--- src/rtl/unsigned_mac_accumulator.sv ---
// Unsigned multiply-accumulate over a start/len job; 2-stage pipeline, result 2 cycles after last beat.
// in_ready only in ACC; result held in DONE until out_ready. MAC_ACC_SATURATE_EN selects saturating add.
module unsigned_mac_accumulator #(
  parameter int N     = 4,
  parameter int ACC_W = 2*N+2,
  parameter int LEN_W = 4
) (
  input  logic             clk,
  input  logic             rst,
  input  logic             start,
  input  logic [LEN_W-1:0] len,
  input  logic             in_valid,
  output logic             in_ready,
  input  logic [N-1:0]     x,
  input  logic [N-1:0]     y,
  output logic             out_valid,
  input  logic             out_ready,
  output logic [ACC_W-1:0] acc_out,
  output logic             overflow,
  output logic             busy
);

  typedef enum logic [1:0] {IDLE, ACC, DRAIN, DONE} state_t;

  state_t           state;
  logic [ACC_W-1:0] acc;
  logic [2*N-1:0]   prod_q;
  logic             prod_v;
  logic [LEN_W-1:0] remaining;
  logic             ovf_q;

  logic [2*N-1:0]   prod_d;
  logic [ACC_W:0]   prod_ext;
  logic [ACC_W:0]   sum;

  always_comb begin
    prod_d   = {{N{1'b0}}, x} * {{N{1'b0}}, y};
    prod_ext = {{(ACC_W+1-2*N){1'b0}}, prod_q};
    sum      = {1'b0, acc} + prod_ext;
  end

  always_ff @(posedge clk) begin
    if (rst) begin
      state     <= IDLE;
      acc       <= '0;
      prod_q    <= '0;
      prod_v    <= 1'b0;
      remaining <= '0;
      ovf_q     <= 1'b0;
    end else begin
      prod_v <= 1'b0;
      // Second pipeline stage: fold the registered product into the accumulator.
      if (prod_v) begin
`ifdef MAC_ACC_SATURATE_EN
        acc <= sum[ACC_W] ? '1 : sum[ACC_W-1:0];
`else
        acc <= sum[ACC_W-1:0];
`endif
        if (sum[ACC_W]) ovf_q <= 1'b1;
      end
      case (state)
        IDLE: begin
          if (start) begin
            acc       <= '0;
            ovf_q     <= 1'b0;
            prod_q    <= '0;
            prod_v    <= 1'b0;
            remaining <= len;
            state     <= (len == '0) ? DONE : ACC;
          end
        end
        ACC: begin
          if (in_valid) begin
            prod_q    <= prod_d;
            prod_v    <= 1'b1;
            remaining <= remaining - 1'b1;
            if (remaining == LEN_W'(1)) state <= DRAIN;
          end
        end
        DRAIN:   state <= DONE;
        DONE:    if (out_ready) state <= IDLE;
        default: state <= IDLE;
      endcase
    end
  end

  assign in_ready  = (state == ACC);
  assign out_valid = (state == DONE);
  assign busy      = (state != IDLE);
  assign acc_out   = acc;
  assign overflow  = ovf_q;

endmodule

--- config.mk ---
export PLATFORM = sky130hd
export DESIGN_NAME = unsigned_mac_accumulator
export DESIGN_NICKNAME = d
export VERILOG_FILES = /design/src/rtl/unsigned_mac_accumulator.sv
export SDC_FILE = /design/constraint.sdc
export NUM_CORES = 1
export LEC_CHECK = 0
export CORE_AREA = 3 3 63 65
export CTS_CLUSTER_DIAMETER = 150
export DETAILED_ROUTE_END_ITERATION = 12
export DIE_AREA = 0 0 66 68
export GPL_ROUTABILITY_DRIVEN = 0
export PLACE_DENSITY = 0.85
export RECOVER_POWER = 100
export SLEW_MARGIN = 25
export SYNTH_ARGS = -nofsm -noshare
export SYNTH_HDL_FRONTEND = slang
export SYNTH_SLANG_ARGS = --single-unit
--- constraint.sdc ---
create_clock -name clk -period 5.9 [get_ports clk]
set_input_delay 0.59 -clock clk [delete_from_list [all_inputs] [get_ports clk]]
set_output_delay 0.59 -clock clk [all_outputs]
set_load 0.02 [all_outputs]
Yosys cells after proc, flatten, opt, wreduce, memory -nomap -nowiden --
Index checks and enable logic that the tools add are counted.
Word-level totals: bits of input ports 17, word-level logic and storage cells 45, output and inout bits 14, bits in registers 26
Operators by class: equality and inequality tests 8, reductions and logical operators 7, bitwise operators 1, mux-type cells 20, add/subtract/negate cells 2, multipliers 1
Operators by type and width (number):
- $mux 10 | 3
- $mux 8 | 2
- $pmux 8 s2 | 1
- $add 10x8->11 | 1
- $mux 2 | 5
- $mul 4x4->8 | 1
- $mux 4 | 2
- $pmux 2 s4 | 1
- $pmux 4 s2 | 1
- $mux 1 | 5
- $eq 2x2->1 const B | 2
- $eq 4x1->1 const B | 1
- $logic_not 4->1 | 1
- $ne 2x1->1 const B | 2
- $ne 2x2->1 const B | 2
- $reduce_and 4->1 | 1
- $reduce_bool 2->1 | 2
- $sub 4x1->4 const B | 1
- $reduce_and 3->1 | 1
- $eq 2x1->1 const B | 1
- $logic_not 2->1 | 1
- $reduce_or 2->1 | 1
- $not 1->1 | 1

Longest topological paths before layout --
word-level depth 5, depth in mapped cells 11

Worst setup path after synthesis --
Ideal clock, no wire load.
kind input port to flip-flop, start point in x[0], end point reg prod_q[7], required time 5.783 ns, library setup time 0.117 ns, stages 10, arrival 2.841 ns, path buffers 0, setup slack 2.942 ns, cell sequence nand2_1 > fa_1 > inv_1 > fa_1 > ha_1 > a21o_1 > a211oi_1 > o21bai_1 > xor2_1 > a32o_1
On the way: cells in the longest elaborated chain, start to end 3
RTL lines:
- from (decl) | line 14 | input logic [N-1:0] x,
- $mul 4x4->8 | line 37 | prod_d = {{N{1'b0}}, x} * {{N{1'b0}}, y};
- $mux 8 | line 73 | if (in_valid) begin
- $pmux 8 s2 | line 61 | case (state)
- to (signal assigned) | line 74 | prod_q <= prod_d;
- to (decl) | line 27 | logic [2*N-1:0] prod_q;
No other way between the ends. The select of a mux whose other input is x is not followed. A chain may end at the register's enable or synchronous reset.

Worst setup path in the final report --
Same ends and word-level chain as after synthesis.

==> metrics.log <==
[metrics] vias in the first global route: 1630
[metrics] Post-synth EDFFs: 0
[metrics] post-synthesis xor/xnor area fraction: 3.064%
[metrics] count of synthesis-stage warnings from yosys: 0
[metrics] Non-Filler Cell Area, Final: 2332 um^2
[metrics] aggregate negative setup slack: 0 ns
[metrics] cell leakage power: 0.001078 uW
[metrics] Final Routed Wirelength: 3887 um
[metrics] final antenna diode count: 0
[metrics] post-place instance area: 2308 um^2
[metrics] multiplexer share of the synthesized area: 2.502%
[metrics] Power Dens Cells: 260.1 nW/um^2
[metrics] # Post-CTS Setup Buffers: 0
[metrics] GRT Residual Overflow: 0
[metrics] Post-Synthesis Mean Instance Area: 8.624 um^2
[metrics] post-detailed-route count of antenna-violating nets: 0
[metrics] Mapped Area: 2001 um^2
[metrics] Yosys top cell area share: 26.02%
[metrics] initial antenna violation count: 0
[metrics] portion of the clock cycle consumed by the worst path in the final layout: 55.72%
[metrics] post-synthesis cell count: 232
[metrics] maximum resistive drop on vdd: 245.4 uV
[metrics] combinational family with the most area after synthesis: adder cells
[metrics] RSZ-0062 raised after global routing: false
[metrics] data required time at the worst endpoint: 6.15 ns
[metrics] Synth Area in Simple Gates: 19.01%
[metrics] utilization of the core after routing: 68.81%
[metrics] count of pins on the block boundary: 31
[metrics] hold buffer count at CTS: 0
[metrics] library cells used by synthesis: 50
[metrics] Vert. Die Dim: 68 um
[metrics] via count: 1738
[metrics] number of remaining DRC errors: 0
[metrics] Top FF cell, synth: sky130_fd_sc_hd__dfxtp_1
[metrics] total of cells resized after clock tree synthesis: 0
[metrics] total track usage: 18.87%
[metrics] max-slew violation total from the final report: 0
[metrics] type of the worst setup path: in2reg
[metrics] TritonCTS Sinks: 26
[metrics] worst-case clock buffer depth: 2
[metrics] Clock transition at path regs: 0.15 ns
[metrics] launching element type of the critical path: primary input
[metrics] adder-cell share of the synthesized area: 21.89%
[metrics] share of cells above drive strength 1: 2.317%
[metrics] starting utilization of the core area: 59.03%
[metrics] die width: 66 um
[metrics] global-route wire length before repair: 6817 um
[metrics] biggest area consumer among synthesized cells: sky130_fd_sc_hd__dfxtp_1
[metrics] Synth area leaders: sky130_fd_sc_hd__dfxtp_1, sky130_fd_sc_hd__ha_1, sky130_fd_sc_hd__fa_1, sky130_fd_sc_hd__a21oi_1, sky130_fd_sc_hd__and2_1
[metrics] row count: 21
[metrics] crit path DAT: 3.54 ns
[metrics] worst hold-check path type: reg2reg
[metrics] highest fanout seen on the critical path: 4
[metrics] Compound-Gate Fraction of Synth Area: 21.26%
[metrics] clock latency of the later-clocked register in the worst-skew pair: 0.33 ns
[metrics] clk_skew: 0.01049 ns
[metrics] vias per std cell: 5.698
[metrics] deepest level of the CTS H-tree: 1
[metrics] Worst-Margin Slew: 0.8228 ns
[metrics] Final HPWL DP: 3162 um
[metrics] largest net degree at the start of global routing: 16
[metrics] library cell used as clock root buffer: sky130_fd_sc_hd__clkbuf_4
[metrics] final-report hold violation count: 0
[metrics] Post-Synthesis Net Count: 281
[metrics] net count reported at finish: 309
[metrics] remaining max-slew budget at the tightest pin: 45.15%
[metrics] outcome: completed
[metrics] min Tclk post-route: 3.287 ns
[metrics] number of buffers created by CTS: 3
[metrics] peak clock frequency supported by timing: 0.3042 GHz
[metrics] nature of the critical path endpoint: flop
[metrics] CTS tree: yes
[metrics] share of synthesized flip-flops with an asynchronous set or reset: 0%
[metrics] Iteration-0 DRC Markers: 61
[metrics] Placeable Area: 3390 um^2
[metrics] post-synthesis to final-layout area growth: 16.57%
[metrics] Setup Viol. Count Final: 0
[metrics] sequential cell area fraction in the yosys report: 26.02%
[metrics] flops & latches, synth: 26
[metrics] DR pass1 iterations: 4
[metrics] Total Die Area: 4488 um^2
[metrics] number of buffer cells added on primary ports: 30
[metrics] routed length per instance: 12.74 um
[metrics] Max-cap violations: 0
cell families after synthesis:
| family | count (synthesis) |
|---|---|
| multiplexers | 5 |
| AND/OR/NAND/NOR | 77 |
| adder cells (fa/ha/maj) | 32 |
| flip-flops | 26 |
| AO/OA/AOI/OAI | 58 |
| XOR/XNOR | 7 |
| buffers and inverters | 27 |
layout make-up:
cell class / instances / area, um^2
Tap cell: 46 / 57.56
Clock inverter: 1 / 30.03
Clock buffer: 3 / 22.52
Multi-Input combinational cell: 179 / 1326
Sequential cell: 26 / 520.5
Fill cell: 289 / 1057
Inverter: 20 / 75.07
Timing Repair Buffer: 30 / 300.3
per-layer routing:
metal / global-route usage, % / routed length, um / part of all wire, %
met3: 2.956 / 159 / 4.1
met5: 0 / 0 / 0
met4: 4.061 / 45 / 1.2
met1: 23.29 / 1781 / 46
met2: 34.67 / 1901 / 49
state kept, by name (all words and copies together) (netlist names):
register and cells:
acc_out 10, prod_q 8, remaining 4, state 2, overflow 1, prod_v 1
where the power goes:
group | switching [uW] | total [uW] | internal [uW]
registers | 21.5 | 221 | 199
clock network | 56.3 | 125 | 68.8
logic | 158 | 261 | 102
total | 236 | 607 | 370
synthesized netlist by cell type (all sizes together) (3+ instances only):
cell	instances
a211oi	5
a21o	5
a21oi	20
a32o	3
and2	12
buf	5
dfxtp	26
fa	5
ha	27
inv	20
mux2i	5
nand2	19
nand2b	3
nand3	8
nand4	3
nor2	19
nor3	3
o21ai	7
xnor2	6
cell usage in the layout, fill, tap and decap left out, types with 2 or more instances in the layout:
cell / instances
sky130_fd_sc_hd__inv_1: 20
sky130_fd_sc_hd__clkbuf_4: 3
sky130_fd_sc_hd__nand4_1: 3
sky130_fd_sc_hd__a211oi_1: 5
sky130_fd_sc_hd__xnor2_1: 6
sky130_fd_sc_hd__nand2b_1: 3
sky130_fd_sc_hd__nor3_1: 3
sky130_fd_sc_hd__nor2_1: 19
sky130_fd_sc_hd__nor4_1: 2
sky130_fd_sc_hd__nor2b_1: 2
sky130_fd_sc_hd__o21ai_0: 7
sky130_fd_sc_hd__mux2i_1: 5
sky130_fd_sc_hd__fa_1: 5
sky130_fd_sc_hd__a21o_1: 5
sky130_fd_sc_hd__a221oi_1: 2
sky130_fd_sc_hd__dlygate4sd3_1: 17
sky130_fd_sc_hd__a32o_1: 3
sky130_fd_sc_hd__a22oi_1: 2
sky130_fd_sc_hd__ha_1: 27
sky130_fd_sc_hd__nand2_1: 19
sky130_fd_sc_hd__a21oi_1: 19
sky130_fd_sc_hd__clkdlybuf4s50_1: 13
sky130_fd_sc_hd__nand3_1: 8
sky130_fd_sc_hd__and2_1: 12
sky130_fd_sc_hd__o211ai_1: 2
sky130_fd_sc_hd__and3_1: 2
sky130_fd_sc_hd__dfxtp_1: 26
metrics by stage:
step           setup slack, ns  power [uW]  hold WS, ns  cells
2_1_floorplan            2.942       445.2       0.4356    232
3_3_place_gp             2.354       497.8       0.4314    301
3_5_place_dp             2.300       502.7       0.4355    301
4_1_cts                  2.655       627.8       0.4560    305
5_1_grt                  2.457       657.0       0.4735    305
6_report                 2.613       606.7       0.4500    305
worst paths after layout:
check	start	endpoint	slack (ns)	cells after the start
worst max-delay path	x[0]	prod_q[7]	2.61	11
worst min register to register	overflow	overflow	0.45	2
worst min-delay path	overflow	overflow	0.45	2
worst max register to register	state[1]	remaining[0]	3.51	7
worst max-delay path: stages:
cell,delay (ns)
sky130_fd_sc_hd__dlygate4sd3_1,0.58
sky130_fd_sc_hd__nand2_1,0.09
sky130_fd_sc_hd__fa_1,0.53
sky130_fd_sc_hd__inv_1,0.05
sky130_fd_sc_hd__fa_1,0.49
sky130_fd_sc_hd__ha_1,0.30
sky130_fd_sc_hd__a21o_1,0.19
sky130_fd_sc_hd__a211oi_1,0.23
sky130_fd_sc_hd__o21bai_1,0.12
sky130_fd_sc_hd__xor2_1,0.14
sky130_fd_sc_hd__a32o_1,0.21
(Power assumes the default switching activity.)
